`config.mk`:
```
export PLATFORM = sky130hd
export DESIGN_NAME = instruction_fetch
export DESIGN_NICKNAME = d
export VERILOG_FILES = /design/src/rtl/fetch_pkg.sv /design/src/rtl/instruction_fetch.sv
export SDC_FILE = /design/constraint.sdc
export NUM_CORES = 1
export LEC_CHECK = 0
export BUFFER_PORTS_ARGS = -buffer_cell sky130_fd_sc_hd__buf_4
export CAP_MARGIN = 25
export CORE_MARGIN = 1.5
export CORE_UTILIZATION = 40
export DETAILED_ROUTE_END_ITERATION = 10
export GPL_TIMING_DRIVEN = 0
export PLACE_DENSITY = 0.69
export RECOVER_POWER = 25
export SLEW_MARGIN = 10
export SYNTH_ARGS = -nofsm -noshare
export SYNTH_HDL_FRONTEND = slang
export SYNTH_SLANG_ARGS = --single-unit
```
`constraint.sdc`:
```
create_clock -name clk -period 2.1 [get_ports clk]
set_input_delay 0.315 -clock clk [delete_from_list [all_inputs] [get_ports clk]]
set_output_delay 0.315 -clock clk [all_outputs]
set_load 0.05 [all_outputs]
```
`src/rtl/fetch_pkg.sv`:
```
// Shared types for the instruction fetch stage: FSM state encoding and the idle instruction word.
// No logic; imported by instruction_fetch.
// No handshakes of its own.
package fetch_pkg;

    typedef enum logic [2:0] {
        IDLE,
        REQ,
        WAIT,
        HOLD,
        FAULT
    } fetch_state_t;

    localparam logic [31:0] NOP_INSTR = 32'h0;

endpackage

```
`src/rtl/instruction_fetch.sv`:
```
// Instruction fetch: reads the word at pcAddress from memory and hands it to decode, strobing count on accept.
// Latency: REQ entry to instructionValid = 1 (grant) + L (memory) + 1 cycles; count is combinational.
// Backpressure: a word is held until decode is ready; no new request is issued while one is held.
module instruction_fetch
    import fetch_pkg::*;
#(
    parameter int ADDR_WIDTH = 32,
    parameter int DATA_WIDTH = 32
) (
    input  logic                  clk,
    input  logic                  rst,
    input  logic [ADDR_WIDTH-1:0] pcAddress,
    input  logic                  redirect,
    output logic                  count,
    output logic                  memReadReq,
    output logic [ADDR_WIDTH-1:0] memReadAddr,
    input  logic                  memReadGnt,
    input  logic                  memReadValid,
    input  logic [DATA_WIDTH-1:0] memReadData,
    output logic [DATA_WIDTH-1:0] instruction,
    output logic [ADDR_WIDTH-1:0] instructionPC,
    output logic                  instructionValid,
    input  logic                  instructionReady,
    output logic                  fetchFault
);

    fetch_state_t state;
    fetch_state_t state_nxt;
    logic         discard;
    logic         misaligned;

    assign misaligned = |pcAddress[1:0];

    always_comb begin
        state_nxt = state;
        count     = 1'b0;
        case (state)
            IDLE: state_nxt = REQ;
            REQ: begin
                // memReadReq low means this is the entry cycle: pcAddress is sampled now
                if (!memReadReq) begin
                    if (!redirect && misaligned)
                        state_nxt = FAULT;
                end else if (memReadGnt) begin
                    state_nxt = WAIT;
                end
            end
            WAIT: begin
                if (memReadValid)
                    state_nxt = (discard || redirect) ? REQ : HOLD;
            end
            HOLD: begin
                if (redirect) begin
                    state_nxt = REQ;
                end else if (instructionReady) begin
                    state_nxt = REQ;
                    count     = 1'b1;
                end
            end
            FAULT: begin
                if (redirect)
                    state_nxt = REQ;
            end
            default: state_nxt = IDLE;
        endcase
    end

    always_ff @(posedge clk or negedge rst) begin
        if (!rst) begin
            state            <= IDLE;
            discard          <= 1'b0;
            memReadReq       <= 1'b0;
            memReadAddr      <= '0;
            instruction      <= DATA_WIDTH'(NOP_INSTR);
            instructionPC    <= '0;
            instructionValid <= 1'b0;
            fetchFault       <= 1'b0;
        end else begin
            state <= state_nxt;
            case (state)
                REQ: begin
                    if (!memReadReq) begin
                        // A redirect here means pcAddress is stale; wait a cycle for the new PC
                        if (!redirect) begin
                            if (misaligned) begin
                                fetchFault <= 1'b1;
                            end else begin
                                memReadReq  <= 1'b1;
                                memReadAddr <= pcAddress;
                            end
                        end
                    end else begin
                        // Request is never withdrawn; its response is dropped instead
                        if (redirect)
                            discard <= 1'b1;
                        if (memReadGnt)
                            memReadReq <= 1'b0;
                    end
                end
                WAIT: begin
                    if (memReadValid) begin
                        discard <= 1'b0;
                        if (!discard && !redirect) begin
                            instruction      <= memReadData;
                            instructionPC    <= memReadAddr;
                            instructionValid <= 1'b1;
                        end
                    end else if (redirect) begin
                        discard <= 1'b1;
                    end
                end
                HOLD: begin
                    if (redirect || instructionReady)
                        instructionValid <= 1'b0;
                end
                FAULT: begin
                    if (redirect)
                        fetchFault <= 1'b0;
                end
                default: ;
            endcase
        end
    end

endmodule

```
==> impl_results.md <==
- GRT Overall Usage: roughly 17%
- Share of the yosys chip area belonging to registers: 63.2%
- Clk sinks: 103
- Detail Route Antenna Nets: 0
- Synth Net Count: 319
- Commonest non-fill, non-tap cells in the layout: 168 x buf_4, 102 x dfrtp_1, 67 x mux2_2, 27 x mux2_4, 9 x clkbuf_8
- Routed vias/inst: 4.73
- Inserted Clock Buffers: 9
- Yosys reg bits: 103
- Pwr Density: 1820 nW/um2
- Final slew viol count: 64
- Post-route cell area: roughly 5700 um2
- First-pass detailed-route iteration total: 6
- Rel. slew slack: -5.11%
- Final estimated routing congestion in global placement: 0.769
- CP max-delay cell: or4b_4
- Hold Path Class: in -> reg
- Critical path startpoint category: register
- Area of the multi-input gates: 1400 um2
- Worst reg2reg endpoint: memReadAddr[2]$_DFFE_PN0P_
- Final Instance Count excl. Fillers: about 570
- Num rows: 36
- Starting DRT DRC Count: 54
- Largest stage delay, worst path: 0.49 ns
- DRC viols: 0
- Vias in the first global route: 2754
- RSZ-0062 raised after global routing: no
- Clock buffer depth: 2
- Netlist Area Pre-Place: 4080 um2
- Crit-path max FO: 10
- Psw: roughly 0.0050 W
- Share of total power in combinational logic: 56.0%
- Mapped Cells: 249
- Die height: 104 um
- Worst EP arrival: 2.27 ns
- Final #Nets: 500
- Die ar.: 10800 um2
- Pleak: 3.05 nW
- DP HPWL: 6330 um
- Hold_buf cts: 0
- DRT Wirelength: roughly 8600 um
- Register area: around 2600 um2
- Net Sw Frac: between 40% and 50%
- First-pass GRT wire length: 14300 um
- R2R Setup Slk: 0.06 ns
- Final clock period utilization by the worst path: 97.0%
- XOR/XNOR Fraction of Synth Area: 0%
- Max_cap viols: 1
- ANT cells: 0
- CTS tree: done
- Placed cell areas: ~5500 um2
- Hold Fails Final Rpt: 0
- Layout cells sized above 1: 67.8%
- Filler Cell Count: 817
- CP Capture Type: register
- Actual transition at the worst max-transition pin: roughly 1.6 ns
- Reg2Reg Depth: 5
- Status: finished with violations
- Via Count: 2685
- Final Skew: ~0.012 ns
- Most common cell after layout, fill and taps aside: buf_4
- Clock power frac: 11.8%
- Crit path capture: memReadAddr[2]$_DFFE_PN0P_
- WL/cell: 15.2 um
- Top_reg_cell synth: dfrtp_1
- Async S/R FF share, synth: 100%
- Worst vdd ir: between 0.0009 and 0.001 V
- IO Count: 170
- Type of the worst setup path: reg -> reg
- Compound-Gate Fraction of Synth Area: 2.58%
- YS warnings: 0
- Placed Cells: approximately 550
- Power share of the sequential group: 32.2%
- Netlist cell types: 28
- Largest net degree at the start of global routing: 65
- Grt total ovfl: 0
- Initial antenna violation count: 0
- Critical Path RT: about 2.3 ns
- Skew-Pair Late Insertion Delay: around 0.35 ns
- F_max: 0.491 GHz
- Minimum clock period: 2.04 ns
- Total power: ~0.010 W
- Reg-to-reg startpoint: state[1]$_DFFE_PN0P_
- Number of H-tree levels: 3
- Crit path launch: state[1]$_DFFE_PN0P_
- Count of final setup violators: 0
- Core footprint: about 9800 um2
- P_int: 0.00548 W
- Largest family of logic cells by synthesized area: multiplexers
- Adder-Cell Fraction of Synth Area: 0%
- CTS clk-pin slew, worst paths: about 0.10 ns
- Mux cell area share after synthesis: 28.4%
- Post-synth EDFFs: 0
- Die X: between 100 and 150 um
- Failing checks: max-capacitance violations, max-slew violations
- CP Cell Sequence: or3b_4, or4b_4, buf_6, buf_12, mux2_4
- I/O Buffers: between 150 and 200
- Average cell area after synthesis: 16.4 um2
- Synth-to-layout area growth: 40.8%
- Root buf cell: clkbuf_8
- Initial core utilization: 41.6%
- Simple-gate share of the synthesized area: 2.94%
==> final cells by class <==
class | instances | share of cell area [%]
flip-flops and latches | 103 | 44.9
well taps | 133 | 2.90
plain buffers | 13 | 1.83
clock buffers | 11 | 2.29
repair buffers | 170 | 22.4
multi-input cells | 129 | 24.4
inverters | 4 | 0.261
clock inverters | 5 | 1.11
==> per-stage QoR <==
stage / setup WS, ns / hold slack (ns) / TNS [ns] / utilization, %
floorplan: 0.117 / 0.0194 / 0 / -
global placement: -0.0302 / 0.488 / -0.840 / 56.2
detailed placement: -0.0745 / 0.462 / -3.30 / 56.4
CTS: 0.0444 / 0.0584 / 0 / 58.5
global route: 0.00843 / 0.153 / 0 / 58.5
finish: 0.0639 / 0.181 / 0 / 58.5
==> cells by family after synthesis <==
logic type             after synthesis
AOI/OAI and AO/OA                   16
buffers and inverters               17
DFF                                103
muxes                               94
and+or+nand+nor                     19
==> how the worst min path moves through the flow <==
stage,startpoint,to,slack (ns),cells after the start
2_1_floorplan,rst,discard$_DFFE_PN0P_,0.02,0
4_1_cts,rst,instruction[7]$_DFFE_PN0P_,0.06,1
3_5_place_dp,rst,instruction[9]$_DFFE_PN0P_,0.46,1
3_3_place_gp,instruction[11]$_DFFE_PN0P_,instruction[11]$_DFFE_PN0P_,0.49,1
5_1_grt,pcAddress[28],memReadAddr[28]$_DFFE_PN0P_,0.15,2
6_report,pcAddress[28],memReadAddr[28]$_DFFE_PN0P_,0.18,2
==> layer usage <==
layer,wire length [um],GRT usage [%],vias to the layer above
met4,113,5.06,0
met3,704,5.26,10
met1,3820,22.6,1312
met5,0,0,-
li1,-,-,1240
met2,3990,25.6,123
==> synthesized netlist by cell type (all sizes together), types with 2 or more instances <==
master | number | share of area (%)
dfrtp | 103 | 63
nor2 | 4 | 0.37
inv | 4 | 0.37
nand2 | 3 | 0.28
o21ai | 4 | 0.49
a211oi | 2 | 0.37
nor3b | 2 | 0.37
o31ai | 2 | 0.37
buf | 10 | 2.3
a221oi | 2 | 0.43
clkbuf | 3 | 0.28
and2 | 2 | 0.31
a21oi | 3 | 0.37
mux2 | 94 | 28
==> state kept, by name, indices dropped and copies added, names as in the netlist <==
| signal | count |
|---|---|
| instructionPC | 32 |
| instruction | 32 |
| fetchFault | 1 |
| discard | 1 |
| state | 3 |
| memReadReq | 1 |
| memReadAddr | 32 |
| instructionValid | 1 |
==> power by group through the flow <==
stage	combinational [W]	clock, W	sequential, W
after floorplan	0.00122	0	0.00623
after global placement	0.00582	0	0.00338
after detailed placement	0.00587	0	0.00342
after CTS	0.00590	0.00129	0.00338
after global routing	0.00609	0.00137	0.00350
final	0.00587	0.00123	0.00337
==> critical path, delay by kind of cell, from the launching register on <==
family	cells	cell delay, ns
buffers and inverters	2	0.31
DFF	1	0.43
muxes	1	0.30
and+or+nand+nor	2	0.88
==> timing repair <==
| item | in CTS | in global routing |
|---|---|---|
| setup endpoints to repair | 85 | 64 |
| setup buffers | 1 | 0 |
| gates resized for setup | 2 | 4 |
Note: power is estimated with default switching activity, not from simulation.
